===== src/rtl/fixed_point_pkg.sv =====
// Shared constants and helpers for the Q/N sign-magnitude fixed-point datapath.
// Latency: n/a (package only).
// Backpressure: n/a (package only).
package fixed_point_pkg;

    // Default format: Q15 fraction inside a 32-bit sign-magnitude word.
    localparam int FP_Q_DEFAULT = 15;
    localparam int FP_N_DEFAULT = 32;

    // Zero is always represented with a clear sign bit.
    localparam logic        FP_POS_ZERO_SIGN = 1'b0;
    localparam logic [63:0] FP_POS_ZERO      = 64'd0;

    // Bit position of the sign in an n-bit word.
    function automatic int sign_idx(input int n);
        return n - 1;
    endfunction

    // Largest representable magnitude, 2^(n-1)-1, for words up to 64 bits.
    function automatic logic [63:0] max_mag(input int n);
        return (64'd1 << (n - 1)) - 64'd1;
    endfunction

endpackage


===== src/rtl/fixed_point_sub_core.sv =====
// Combinational sign-magnitude add/subtract of pre-decoded operands with overflow flag.
// Latency: 0 cycles (pure combinational, feeds the stage-2 register).
// Backpressure: none; build option FIXED_POINT_SUB_SATURATE_EN saturates on overflow instead of wrapping.
module fixed_point_sub_core
    import fixed_point_pkg::*;
#(
    parameter int N = FP_N_DEFAULT
) (
    input  logic         a_sign,
    input  logic         b_sign_eff,
    input  logic         a_gt,
    input  logic [N-2:0] a_mag,
    input  logic [N-2:0] b_mag,
    output logic [N-1:0] c,
    output logic         ovf
);

`ifdef FIXED_POINT_SUB_SATURATE_EN
    localparam logic [63:0]  MAX_MAG_W = max_mag(N);
    localparam logic [N-2:0] MAX_MAG   = MAX_MAG_W[N-2:0];
`endif

    logic [N-1:0] sum_w;
    logic [N-2:0] diff_w;
    logic [N-2:0] mag;
    logic         sign;

    assign sum_w  = {1'b0, a_mag} + {1'b0, b_mag};
    assign diff_w = a_gt ? (a_mag - b_mag) : (b_mag - a_mag);

    // Select add or subtract path, pick result sign, and canonicalise zero to +0.
    always_comb begin
        mag  = '0;
        sign = 1'b0;
        ovf  = 1'b0;
        if (a_sign == b_sign_eff) begin
            sign = a_sign;
            ovf  = sum_w[N-1];
`ifdef FIXED_POINT_SUB_SATURATE_EN
            mag  = sum_w[N-1] ? MAX_MAG : sum_w[N-2:0];
`else
            mag  = sum_w[N-2:0];
`endif
        end else begin
            // Equal magnitudes give a_gt=0 and a zero difference, fixed up below.
            mag  = diff_w;
            sign = a_gt ? a_sign : b_sign_eff;
        end
        if (mag == '0) begin
            sign = FP_POS_ZERO_SIGN;
        end
        c = {sign, mag};
    end

endmodule


===== src/rtl/fixed_point_subtractor_pipe.sv =====
// Two-stage pipelined sign-magnitude fixed-point subtractor c = a - b over valid/ready streams.
// Latency: 2 cycles from accepted operand pair to out_valid; 1 pair/cycle throughput.
// Backpressure: in_ready is combinational from out_ready; stalled stages hold. Option: FIXED_POINT_SUB_SATURATE_EN.
module fixed_point_subtractor_pipe
    import fixed_point_pkg::*;
#(
    parameter int Q = FP_Q_DEFAULT,
    parameter int N = FP_N_DEFAULT
) (
    input  logic         clk,
    input  logic         rst_n,
    input  logic         in_valid,
    output logic         in_ready,
    input  logic [N-1:0] a,
    input  logic [N-1:0] b,
    output logic         out_valid,
    input  logic         out_ready,
    output logic [N-1:0] c,
    output logic         ovf
);

    localparam int SI = sign_idx(N);

    // Q only documents the binary point; the arithmetic is identical for any Q.
    if (N < 3 || Q > N - 1) begin : g_param_check
        $error("fixed_point_subtractor_pipe: need N >= 3 and Q <= N-1");
    end

    typedef struct packed {
        logic         a_sign;
        logic         b_sign_eff;
        logic         a_gt;
        logic [N-2:0] a_mag;
        logic [N-2:0] b_mag;
    } s1_t;

    s1_t          s1_dat;
    s1_t          s1_nxt;
    logic         s1_vld;
    logic         s1_adv;
    logic         s2_adv;
    logic [N-1:0] c_nxt;
    logic         ovf_nxt;

    assign s2_adv   = !out_valid || out_ready;
    assign s1_adv   = !s1_vld || s2_adv;
    assign in_ready = s1_adv;

    // Decode operands: effective subtrahend sign and magnitude compare.
    always_comb begin
        s1_nxt            = '0;
        s1_nxt.a_sign     = a[SI];
        s1_nxt.b_sign_eff = ~b[SI];
        s1_nxt.a_mag      = a[N-2:0];
        s1_nxt.b_mag      = b[N-2:0];
        s1_nxt.a_gt       = (a[N-2:0] > b[N-2:0]);
    end

    // Stage 1 register: loads whenever it can advance, holds while stalled.
    always_ff @(posedge clk or negedge rst_n) begin
        if (!rst_n) begin
            s1_vld <= 1'b0;
            s1_dat <= '0;
        end else if (s1_adv) begin
            s1_vld <= in_valid;
            if (in_valid) begin
                s1_dat <= s1_nxt;
            end
        end
    end

    fixed_point_sub_core #(
        .N (N)
    ) u_core (
        .a_sign     (s1_dat.a_sign),
        .b_sign_eff (s1_dat.b_sign_eff),
        .a_gt       (s1_dat.a_gt),
        .a_mag      (s1_dat.a_mag),
        .b_mag      (s1_dat.b_mag),
        .c          (c_nxt),
        .ovf        (ovf_nxt)
    );

    // Stage 2 register: result and valid update only when downstream can take it.
    always_ff @(posedge clk or negedge rst_n) begin
        if (!rst_n) begin
            out_valid <= 1'b0;
            c         <= FP_POS_ZERO[N-1:0];
            ovf       <= 1'b0;
        end else if (s2_adv) begin
            out_valid <= s1_vld;
            if (s1_vld) begin
                c   <= c_nxt;
                ovf <= ovf_nxt;
            end
        end
    end

endmodule

===== config.mk =====
export PLATFORM = sky130hd
export DESIGN_NAME = fixed_point_subtractor_pipe
export DESIGN_NICKNAME = d
export VERILOG_FILES = /design/src/rtl/fixed_point_pkg.sv /design/src/rtl/fixed_point_sub_core.sv /design/src/rtl/fixed_point_subtractor_pipe.sv
export SDC_FILE = /design/constraint.sdc
export NUM_CORES = 1
export LEC_CHECK = 0
export BUFFER_PORTS_ARGS = -buffer_cell sky130_fd_sc_hd__buf_4
export CORE_MARGIN = 5
export CORE_UTILIZATION = 34
export DETAILED_ROUTE_END_ITERATION = 8
export GPL_TIMING_DRIVEN = 0
export PLACE_DENSITY_LB_ADDON = 0.25
export SLEW_MARGIN = 20
export SYNTH_ARGS = -nofsm -noshare
export SYNTH_HDL_FRONTEND = slang
export SYNTH_HIERARCHICAL = 1
export SYNTH_SLANG_ARGS = --single-unit

===== constraint.sdc =====
create_clock -name clk -period 3.45 [get_ports clk]
set_input_delay 0.5175 -clock clk [delete_from_list [all_inputs] [get_ports clk]]
set_output_delay 0.5175 -clock clk [all_outputs]
set_load 0.01 [all_outputs]

# Word-level counts from Yosys, hierarchy flattened
# Index checks and enable logic that the tools add are counted.
[totals]
wordCells = 28
ff_bits = 100
input_bits = 68
[classes]
bitwise = 1
n_addsub = 3
n_reduce_logical = 7
n_lt_le_gt_ge = 1
eq_ne = 1
mux = 6
[op_table]
columns = ["op", "count"]
rows = [
  ["$mux 31", 2],
  ["$sub 31x31->31", 2],
  ["$add 31x31->32", 1],
  ["$gt 31x31->1", 1],
  ["$logic_not 31->1", 1],
  ["$mux 1", 4],
  ["$reduce_and 2->1", 2],
  ["$logic_not 1->1", 2],
  ["$logic_or 1x1->1", 2],
  ["$eq 1x1->1", 1],
  ["$not 1->1", 1],
]

# Depth between registers and ports, before layout
# Gate-level depths: netlist of the first run.
[logic_depth]
depth_word = 5
depth_mapped = 17
ltp_nobuf = 16

# Cells and area by module
# The synthesis of the first run kept the hierarchy.
[modules_own_cells]
columns = ["mod", "seq_area_each_um2", "cells_per_inst", "instances", "area_each_um2"]
rows = [
  ["fixed_point_sub_core", 0.0, 818, 1, 5471.5],
  ["fixed_point_subtractor_pipe", 2502.4, 361, 1, 4410.5],
]

# Least setup slack after synthesis of the first run
# Ideal clock, no wire load.
[synth_path]
path_type = "reg2reg"
startpoint = "register s1_dat[32] in the netlist's numbering"
endpoint = "register c[31]"
arrival_time_ns = 3.516
setup_ns = 0.128
setup_slack_ns = -0.194
path_stages_with_launch = 16
cell_sequence = "dfrtp_1 inv_1 ha_1 nand2b_1 a2111o_1 a2111oi_4 nor2_1 o31ai_1 a41oi_1 o22a_1 xor2_1 nor2_1 nor4b_2 a31oi_1 buf_4 mux2_1"
[synth_via]
elab_chain_cells = 5
word_cells_on_any_way = 7
classes_between = "3 x add/sub; 3 x mux; 1 x reduce/logical"
[synth_lines]
columns = ["item", "line", "source"]
rows = [
  ["from (decl)", "fixed_point_subtractor_pipe.sv:37", "s1_t s1_dat;"],
  ["from (signal assigned)", "fixed_point_subtractor_pipe.sv:67", "s1_dat <= s1_nxt;"],
  ["$sub 31x31->31", "fixed_point_sub_core.sv:29", "assign diff_w = a_gt ? (a_mag - b_mag) : (b_mag - a_mag);"],
  ["$mux 31", "fixed_point_sub_core.sv:29", ""],
  ["$mux 31 (*)", "fixed_point_sub_core.sv:36", "if (a_sign == b_sign_eff) begin"],
  ["via c_nxt[23]", "fixed_point_subtractor_pipe.sv:42", "logic [N-1:0] c_nxt;"],
  ["$logic_not 31->1 (*)", "fixed_point_sub_core.sv:49", "if (mag == '0) begin"],
  ["$mux 1 (*)", "fixed_point_sub_core.sv:49", ""],
  ["via u_core.sign", "fixed_point_sub_core.sv:26", "logic sign;"],
  ["to (signal assigned)", "fixed_point_subtractor_pipe.sv:88", "c <= FP_POS_ZERO[N-1:0];"],
  ["to (signal assigned)", "fixed_point_subtractor_pipe.sv:93", "c <= c_nxt;"],
  ["to (decl)", "fixed_point_subtractor_pipe.sv:18", "output logic [N-1:0] c,"],
]
# The timed path passes the listed nets; every way through them passes the cells marked *.
# A chain may end at the register's enable or synchronous reset.

# Worst setup path after layout of the first run
[layout_path]
startpoint = "register s1_dat[0] in the netlist's numbering"
endpoint = "register c[31]"
[layout_via]
elab_chain_cells = 5
word_cells_on_any_way = 7
classes_between = "3 x add/sub; 3 x mux; 1 x reduce/logical"
[layout_lines]
columns = ["item", "line"]
rows = [
  ["$sub 31x31->31", "fixed_point_sub_core.sv:29"],
  ["$mux 31", "fixed_point_sub_core.sv:29"],
  ["$mux 31 (*)", "fixed_point_sub_core.sv:36"],
  ["via c_nxt[22]", "fixed_point_subtractor_pipe.sv:42"],
  ["$logic_not 31->1 (*)", "fixed_point_sub_core.sv:49"],
  ["$mux 1 (*)", "fixed_point_sub_core.sv:49"],
  ["via c_nxt[31]", "fixed_point_subtractor_pipe.sv:42"],
]
# Marked as above.

==> impl_metrics.ini, run 1 <==
[run_status]
run_status = finished, violations left
violations = negative setup slack

[setup_path]
startpoint = s1_dat[0]$_DFFE_PN0P_
rr_worst_depth = 17
crit_chain = inv_1, ha_2, inv_2, fa_2, a21oi_4, o221ai_4, buf_6, a211oi_4, o21ai_2, a211oi_2, nor3_2, nor3_2, xnor2_2, or3_1, nor4b_2, a31oi_1, mux2_4
cp-end-kind = flip-flop
worstPathArrival_ns = 4.15
startpoint_type = flip-flop
critPathTopFamily = compound AO/OA/AOI/OAI gates
timing.critical_path.buf_inv = 3
slowest_delay_ns = 0.42
cp_num_cells = 17
cp_common_cell = nor3_2
r2r_slack_ns = -0.45
endpoint = c[31]$_DFFE_PN0P_
path_class = flip-flop to flip-flop
cp_max_fo = 4
r2r_start = s1_dat[0]$_DFFE_PN0P_
r2r_end = c[31]$_DFFE_PN0P_
cp_slowest_cell = dfrtp_1
required_ns = 3.71

[floorplanning]
num_io_pins = 103
die_height_um = 180
start_util_pct = 34.4
die-area_um2 = 32600
coreArea_um2 = 28700
die_w_um = 180
row_count = 62

[place]
placed_cell_area_um2 = 11100
io_buffers = 102
dp.final_hpwl_mm = 27.6
place.gp.congestion = 0.978
placed_cells = 1665

[power_and_ir_drop]
p_int_mw = 3.84
power_density_nw_per_um2 = 595
pwr-share-clk_pct = 14.4
power_frac_seq_pct = 23.5
power.switching_mw = 3.43
p_total_mw = 7.27
p_comb_share_pct = 62.1
vdd_drop_max_uv = 349
netSwitchingFraction_pct = 47.1
p_leak_nw = 5.61

[clocking]
cts_hold_repair.buffers = 0
cts_buffer_depth = 2
clkLatencyLatePin_ns = 0.36
clkSinkCount = 100
cts_root_buf = clkbuf_16
cts_tree = built
htree_levels = 3
clk_pin_slew_ns = 0.08
cts-buffers-inserted = 9

[job]
drv_cap = 0

[cells_and_area]
final_nets = 1522
drive_gt1_share_pct = 22.2
n_fill_cell = 2996
diodes = 0
mostFrequentLayoutCell = buf_4
postLayoutCellArea_um2 = 12200
final_cells = 1711
syn_to_final_growth_pct = 23.6
utilization_pct = 42.6
final_cell_mix = buf_4 (133), inv_1 (125), ha_1 (121), dfrtp_1 (98), a21oi_1 (94)

[sta]
setup_violations = 2
relSlewSlack_pct = 37.6
fmax_ghz = 0.257
final.period_utilization_pct = 113
rsz0062_at_grt = true
setup_tns_ns = -0.612
hold_viol_final = 0
tightest_slew_ns = 0.936
clock_skew_ns = 0.00884
drv_slew = 0
fin_crit_ns = 3.90
setup_ws_ns = -0.448

[yosys]
async_reset_ff_share_pct = 100
synth_cells = 1179
synth_area_um2 = 9880
synth_nets = 1379
synthesis.yosys.warnings = 6
synth_largest_area_cell = dfrtp_1
ys_seq_area_share_pct = 25.3
synth_edf_count = 0
syn_area_per_cell_um2 = 8.38
synth_ff_type = dfrtp_1
synth_top_area_share_pct = 25.3
yosys-top-cells-area = dfrtp_1 (25%), ha_1 (16%), mux2_1 (7.4%)
ys_types = 84
ys_ff_latch = 100

[global_route]
grt_util_all_layers_pct = 20.5
grt_max_degree = 101
grt_pass1_wl_mm = 53.5
overflow = 0
antenna_found_initial = 1
grt_pass1_vias = 9206

[route]
vias = 9438
wl_per_cell_um = 20.0
drtIter0Drc = 578
ant_nets = 0
drc = 0
wl_mm = 34.3
dr.pass1.iters = 9
vias_per_cell = 5.52

[worst_hold_path]
hold_path.class = primary input to async pin
[worst register-to-register path, cell delays in order (launching register included)]
cell and delay [ns]:
dfrtp_1 0.42, inv_1 0.07, ha_2 0.19, inv_2 0.05, fa_2 0.42, a21oi_4 0.19
o221ai_4 0.14, buf_6 0.15, a211oi_4 0.21, o21ai_2 0.14, a211oi_2 0.33, nor3_2 0.08
nor3_2 0.23, xnor2_2 0.13, or3_1 0.37, nor4b_2 0.25, a31oi_1 0.13, mux2_4 0.28
[layer usage]
layer / share of wire [%] / wire length (um) / GRT usage [%] / vias up
met2: 43 / 14700 / 30.9 / 379
met3: 6.1 / 2110 / 2.83 / 40
met5: 0 / 0 / 0 / -
met1: 49 / 16700 / 30.5 / 4526
met4: 2.4 / 834 / 5.84 / 0
li1: - / - / - / 4493
[flip-flops by register name, indices dropped and copies added, names as in the netlist]
register / cells
ovf: 1
out_valid: 1
s1_vld: 1
c: 32
s1_dat: 65
[per-stage QoR]
stage	setup WS, ns	hold WS [ns]
final	-0.448	0.263
after global routing	-0.567	0.351
after CTS	-0.410	0.303
after detailed placement	-1.00	0.483
after global placement	-1.02	0.472
after floorplan	-0.0492	0.222
[power by group through the flow]
stage                     clock, mW  sequential [mW]  combinational (mW)
after CTS                      1.08             1.71                4.21
final                          1.05             1.71                4.51
after global routing           1.12             1.76                4.88
after detailed placement          0             1.74                3.91
after global placement            0             1.72                3.89
after floorplan                   0             1.78                2.43
[Yosys cell counts, types with 18 or more instances]
library cell / instances
o21ai_1: 33
inv_1: 129
a211oi_1: 21
mux2_1: 65
nand3_1: 18
a21oi_1: 106
ha_1: 129
a21o_1: 19
dfrtp_1: 100
xnor2_1: 21
nor2_1: 75
o21ai_0: 64
nor3_1: 19
nand2_1: 91
[logic make-up (layout without fill, tap and decap cells)]
kind of cell | after synthesis | after routing | share of synthesized area, %
XOR/XNOR | 29 | 29 | 2.57
buffers and inverters | 182 | 330 | 8.42
adder cells (fa/ha/maj) | 132 | 132 | 16.9
flip-flops | 100 | 100 | 25.3
multiplexers | 76 | 76 | 8.53
AO/OA/AOI/OAI | 363 | 363 | 23.5
AND/OR/NAND/NOR | 297 | 297 | 14.7
[worst min-delay path by stage]
stage                       start                      to  slack [ns]  cells past startpoint
2_1_floorplan               rst_n        c[0]$_DFFE_PN0P_        0.22                      0
3_3_place_gp   s1_vld$_DFFE_PN0N_   out_valid$_DFFE_PN0P_        0.47                      1
3_5_place_dp    c[20]$_DFFE_PN0P_       c[20]$_DFFE_PN0P_        0.48                      1
4_1_cts                     rst_n  s1_dat[37]$_DFFE_PN0P_        0.30                      1
5_1_grt                     rst_n  s1_dat[39]$_DFFE_PN0P_        0.35                      1
6_report                    rst_n  s1_dat[39]$_DFFE_PN0P_        0.26                      1
[cell type report]
class                   count  area, um^2  share of cell area [%]
inverters                 129         487                    3.99
flip-flops and latches    100        2500                    20.5
clock buffers               9         225                    1.84
clock inverters             7        70.1                   0.574
well taps                 384         480                    3.93
multi-input cells         897        7070                    57.9
repair buffers            136        1040                    8.51
plain buffers              49         338                    2.77
[repair_timing]
action	4_1_cts	5_1_grt
pin swaps	33	30
setup endpoints to repair	9	7
setup buffers	25	9
resized for setup	64	79
Note: power is estimated with default switching activity, not from simulation.
==> inputs of run 2 (changes only) <==
Clock period 3.45 ns to 3.3 ns, I/O delays scaled along.
==> impl_metrics.ini, run 2 (synthesis results as in run 1) <==
[run_status]
run_status = finished, violations left
violations = negative setup slack

[power_and_ir_drop]
p_leak_nw = 5.61
power_density_nw_per_um2 = 622
vdd_drop_max_uv = 365
p_total_mw = 7.59

[cells_and_area]
reg.largest.list = s1_dat: 65 flops, c: 32 flops
final_cell_mix = buf_4 (132), inv_1 (125), ha_1 (123), dfrtp_1 (97)
drive_gt1_share_pct = 22.0
regMostFlops = s1_dat
utilization_pct = 42.5
mostFrequentLayoutCell = buf_4
diodes = 0
syn_to_final_growth_pct = 23.5
largest_register_ffs = 65
final_nets = 1524

[sta]
setup_ws_ns = -0.555
setup_violations = 6
rsz0062_at_grt = true
drv_slew = 0
clock_skew_ns = 0.0101
fin_crit_ns = 3.86
tightest_slew_ns = 0.936
final.period_utilization_pct = 117
relSlewSlack_pct = 37.6
hold_viol_final = 0
fmax_ghz = 0.259

[global_route]
grt_pass1_vias = 9205
grt_max_degree = 101
overflow = 0
antenna_found_initial = 1
grt_pass1_wl_mm = 53.6
grt_util_all_layers_pct = 20.5

[clocking]
cts_root_buf = clkbuf_16
clk_pin_slew_ns = 0.08
cts-buffers-inserted = 9
clkSinkCount = 100
cts_tree = built
cts_hold_repair.buffers = 0
htree_levels = 3
cts_buffer_depth = 2
clkLatencyLatePin_ns = 0.37

[floorplanning]
coreArea_um2 = 28700
die-area_um2 = 32600
start_util_pct = 34.4
die_w_um = 180
die_height_um = 180
row_count = 62
num_io_pins = 103

[place]
io_buffers = 102
place_ws_ns = -1.15
dp.final_hpwl_mm = 27.6
place.gp.congestion = 0.978

[setup_path]
path_class = flip-flop to flip-flop
startpoint_type = flip-flop
cp-end-kind = flip-flop
required_ns = 3.56
worstPathArrival_ns = 4.11
cp_max_fo = 4

[route]
wl_mm = 34.2
drc = 0
wl_per_cell_um = 20.0
vias_per_cell = 5.53
drtIter0Drc = 655
vias = 9471
dr.pass1.iters = 5
ant_nets = 0

[worst_hold_path]
hold_path.class = primary input to async pin

[job]
drv_cap = 0
[run 2: cell count changes in the layout (fill, tap and decap cells not counted), sizes merged]
cell  previous run  this run
buf            165       167
[run 2: through the flow]
step / cell area [um^2] / hold WS (ns) / setup TNS, ns / std cells
global route: 12200 / 0.329 / -2.38 / 1713
finish: 12200 / 0.239 / -1.58 / 1713
global placement: 11100 / 0.472 / -5.13 / 1665
detailed placement: 11100 / 0.483 / -4.82 / 1665
floorplan: 9900 / 0.199 / -0.199 / 1179
CTS: 11900 / 0.280 / -1.20 / 1706
[run 2: power by group]
group / total, mW / switching [mW] / internal (mW)
sequential: 1.78 / 0.238 / 1.55
clock: 1.10 / 0.562 / 0.533
combinational: 4.71 / 2.77 / 1.94
total: 7.59 / 3.57 / 4.02
[run 2: what timing repair did]
action	4_1_cts	5_1_grt
pin swaps	37	31
cloned	0	0
endpoints found under the setup margin	15	11
setup buffers	27	7
resized for setup	72	65
[run 2: final timing paths]
check | start | to | slack, ns | depth (start not counted)
worst max-delay path | s1_dat[0]$_DFFE_PN0P_ | c[31]$_DFFE_PN0P_ | -0.56 | 17
worst min-delay path | rst_n | s1_dat[39]$_DFFE_PN0P_ | 0.24 | 1
worst max register to register | s1_dat[0]$_DFFE_PN0P_ | c[31]$_DFFE_PN0P_ | -0.56 | 17
worst min register to register | c[25]$_DFFE_PN0P_ | c[25]$_DFFE_PN0P_ | 0.49 | 1
max in group asynchronous | rst_n | s1_dat[32]$_DFFE_PN0P_ | 2.41 | 1
min in group clk | b[31] | s1_dat[63]$_DFFE_PN0P_ | 0.33 | 2
[run 2: cell type report]
class                      count  area, um^2
fill                        2995       16500
sequential                   100        2510
multi-input combinational    897        7030
clock inverter                 7        70.1
tap                          384         480
timing repair buffer         136        1040
buffer                        51         360
clock buffer                   9         225
inverter                     129         487
[run 2: worst max-delay path, stage by stage, from the launching register on]
cell and delay (ns):
dfrtp_1 0.43, inv_2 0.08, ha_4 0.13, inv_2 0.05
fa_2 0.41, a21oi_4 0.19, o221ai_4 0.15, buf_6 0.15
a211oi_4 0.21, o21ai_2 0.14, a211oi_2 0.31, nor3_2 0.08
nor3_2 0.23, xnor2_2 0.14, or3_1 0.37, nor4b_2 0.25
a31oi_1 0.13, mux2_4 0.28
[run 2: metal layers]
metal / track usage [%] / vias to the layer above / wire length, um
li1: - / 4502 / -
met1: 30.5 / 4537 / 16600
met2: 31.0 / 390 / 14600
met3: 2.87 / 42 / 2200
met4: 5.75 / 0 / 857
met5: 0 / - / 0
==> inputs of run 3 (changes only) <==
Settings changed: BUFFER_PORTS_ARGS -buffer_cell sky130_fd_sc_hd__buf_4 to default, DONT_BUFFER_PORTS from default to 1.
==> impl_metrics.ini, run 3 (synthesis results as in run 1) <==
[floorplanning]
num_io_pins = 103
row_count = 62
die-area_um2 = 32600
die_w_um = 180
die_height_um = 180
coreArea_um2 = 28700
start_util_pct = 34.4

[route]
drc = 0
wl_met1_mm = 16.6
topRoutingLayerUsed = met4
wl_met3_mm = 2.27
wl_per_cell_um = 21.3
wl_met2_mm = 14.9
ant_nets = 0
dr.pass1.iters = 7
vias_per_cell = 5.65
wl_mm = 34.3
vias = 9105
drtIter0Drc = 725

[sta]
fmax_ghz = 0.260
rsz0062_at_grt = true
clock_skew_ns = 0.00955
drv_slew = 0
setup_violations = 6
setup_tns_ns = -1.43
tightest_slew_ns = 0.851
setup_ws_ns = -0.542
relSlewSlack_pct = 43.2
fin_crit_ns = 3.84
final.period_utilization_pct = 116
hold_viol_final = 0

[setup_path]
rr_worst_depth = 14
cp-end-kind = flip-flop
startpoint_type = flip-flop
required_ns = 3.55
r2r_slack_ns = -0.54
worstPathArrival_ns = 4.10
slowest_delay_ns = 0.42
cp_max_fo = 4
cp_slowest_cell = dfrtp_1
r2r_start = s1_dat[31]$_DFFE_PN0P_
path_class = flip-flop to flip-flop
crit_chain = ha_1, fa_1, nor2b_1, o21ai_1, a21oi_4, a221oi_2, nand3b_1, and3_1, a31oi_2, xnor2_2, or3_1, nor4b_2, a31oi_1, mux2_4
r2r_end = c[31]$_DFFE_PN0P_

[run_status]
run_status = finished, violations left
violations = negative setup slack

[cells_and_area]
final_nets = 1423
n_fill_cell = 2984
mostFrequentLayoutCell = inv_1
multiInputGateArea_um2 = 7030
largest_register_ffs = 65
final_cell_mix = inv_1 (127), ha_1 (121), dfrtp_1 (98), nand2_1 (89), a21oi_1 (88)
regMostFlops = s1_dat
diodes = 0
drive_gt1_share_pct = 16.4
syn_to_final_growth_pct = 16.2
regArea_um2 = 2500
final_cells = 1612
reg.largest.list = s1_dat: 65 flops, c: 32 flops

[clocking]
cts_root_buf = clkbuf_16
clkLatencyLatePin_ns = 0.37
htree_levels = 3
cts_buffer_depth = 2
clkSinkCount = 100
cts-buffers-inserted = 9
clk_pin_slew_ns = 0.08
cts_tree = built

[place]
dp.final_hpwl_mm = 27.6
io_buffers = 0
place.gp.congestion = 0.989
placed_cells = 1563

[global_route]
grt_max_degree = 101
grt_pass1_vias = 9004
antenna_found_initial = 1
overflow = 0
grt_pass1_wl_mm = 53.3
grt_util_all_layers_pct = 20.5

[power_and_ir_drop]
power_density_nw_per_um2 = 643
p_leak_nw = 5.15
vdd_drop_max_uv = 303

[worst_hold_path]
hold_path.class = primary input to async pin

[job]
drv_cap = 0
## run 3: changes by cell type in the layout (fill, tap and decap cells not counted), sizes merged
cell / before / now
bufinv: 0 / 2
inv: 132 / 130
clkbuf: 29 / 30
clkinv: 3 / 2
clkinvlp: 1 / 0
buf: 167 / 67
## run 3: routing by layer
metal	GRT usage (%)	vias to the layer above
li1	-	4293
met1	29.8	4436
met2	31.8	338
met3	3.73	38
met4	4.17	0
met5	0	-
## run 3: what timing repair did
item,CTS,global route
buffers inserted,27,7
endpoints found under the hold margin,100,0
pin swaps,41,22
resized for setup,86,46
endpoints found under the setup margin,14,9
hold buffers,1,0
gates cloned,0,0
## run 3: through the flow
step / area [um^2] / utilization (%) / hold WS [ns] / power, mW / worst slack (ns)
2_1_floorplan: 9900 / - / 0.199 / 4.40 / -0.199
3_3_place_gp: 10400 / 36.2 / 0.207 / 5.49 / -1.02
3_5_place_dp: 10400 / 36.2 / 0.207 / 5.51 / -1.05
4_1_cts: 11300 / 39.3 / 0.0742 / 7.16 / -0.519
5_1_grt: 11500 / 40.0 / 0.104 / 7.86 / -0.686
6_report: 11500 / 40.0 / 0.0136 / 7.39 / -0.542
## run 3: worst max path at each step
| stage | start | end | slack [ns] | cells after the start |
|---|---|---|---|---|
| finish | s1_dat[31]$_DFFE_PN0P_ | c[31]$_DFFE_PN0P_ | -0.54 | 14 |
| detailed placement | s1_dat[46]$_DFFE_PN0P_ | c[31]$_DFFE_PN0P_ | -1.05 | 16 |
| global route | s1_dat[35]$_DFFE_PN0P_ | c[31]$_DFFE_PN0P_ | -0.69 | 15 |
| CTS | s1_dat[9]$_DFFE_PN0P_ | c[31]$_DFFE_PN0P_ | -0.52 | 14 |
| floorplan | s1_dat[40]$_DFFE_PN0P_ | c[31]$_DFFE_PN0P_ | -0.20 | 15 |
| global placement | s1_dat[32]$_DFFE_PN0P_ | c[31]$_DFFE_PN0P_ | -1.02 | 15 |
## run 3: power breakdown
group	total [mW]	internal, mW	switching (mW)
logic	4.24	1.66	2.58
clock network	1.24	0.710	0.525
registers	1.91	1.55	0.364
total	7.39	3.91	3.47
## run 3: final cells by class
| class | instances | area share (%) |
|---|---|---|
| Sequential cell | 100 | 21.8 |
| Tap cell | 384 | 4.18 |
| Timing Repair Buffer | 35 | 2.49 |
| Clock inverter | 5 | 0.719 |
| Multi-Input combinational cell | 897 | 61.2 |
| Clock buffer | 11 | 2.20 |
| Inverter | 129 | 4.24 |
| Buffer | 51 | 3.15 |
## run 3: worst max-delay path, delay by kind of cell, from the launching register on
| kind | cells | cell delay, ns |
|---|---|---|
| multiplexers | 1 | 0.28 |
| AO/OA/AOI/OAI | 5 | 1.11 |
| adder cells (fa/ha/maj) | 2 | 0.63 |
| flip-flops | 1 | 0.42 |
| AND/OR/NAND/NOR | 5 | 1.15 |
| XOR/XNOR | 1 | 0.13 |
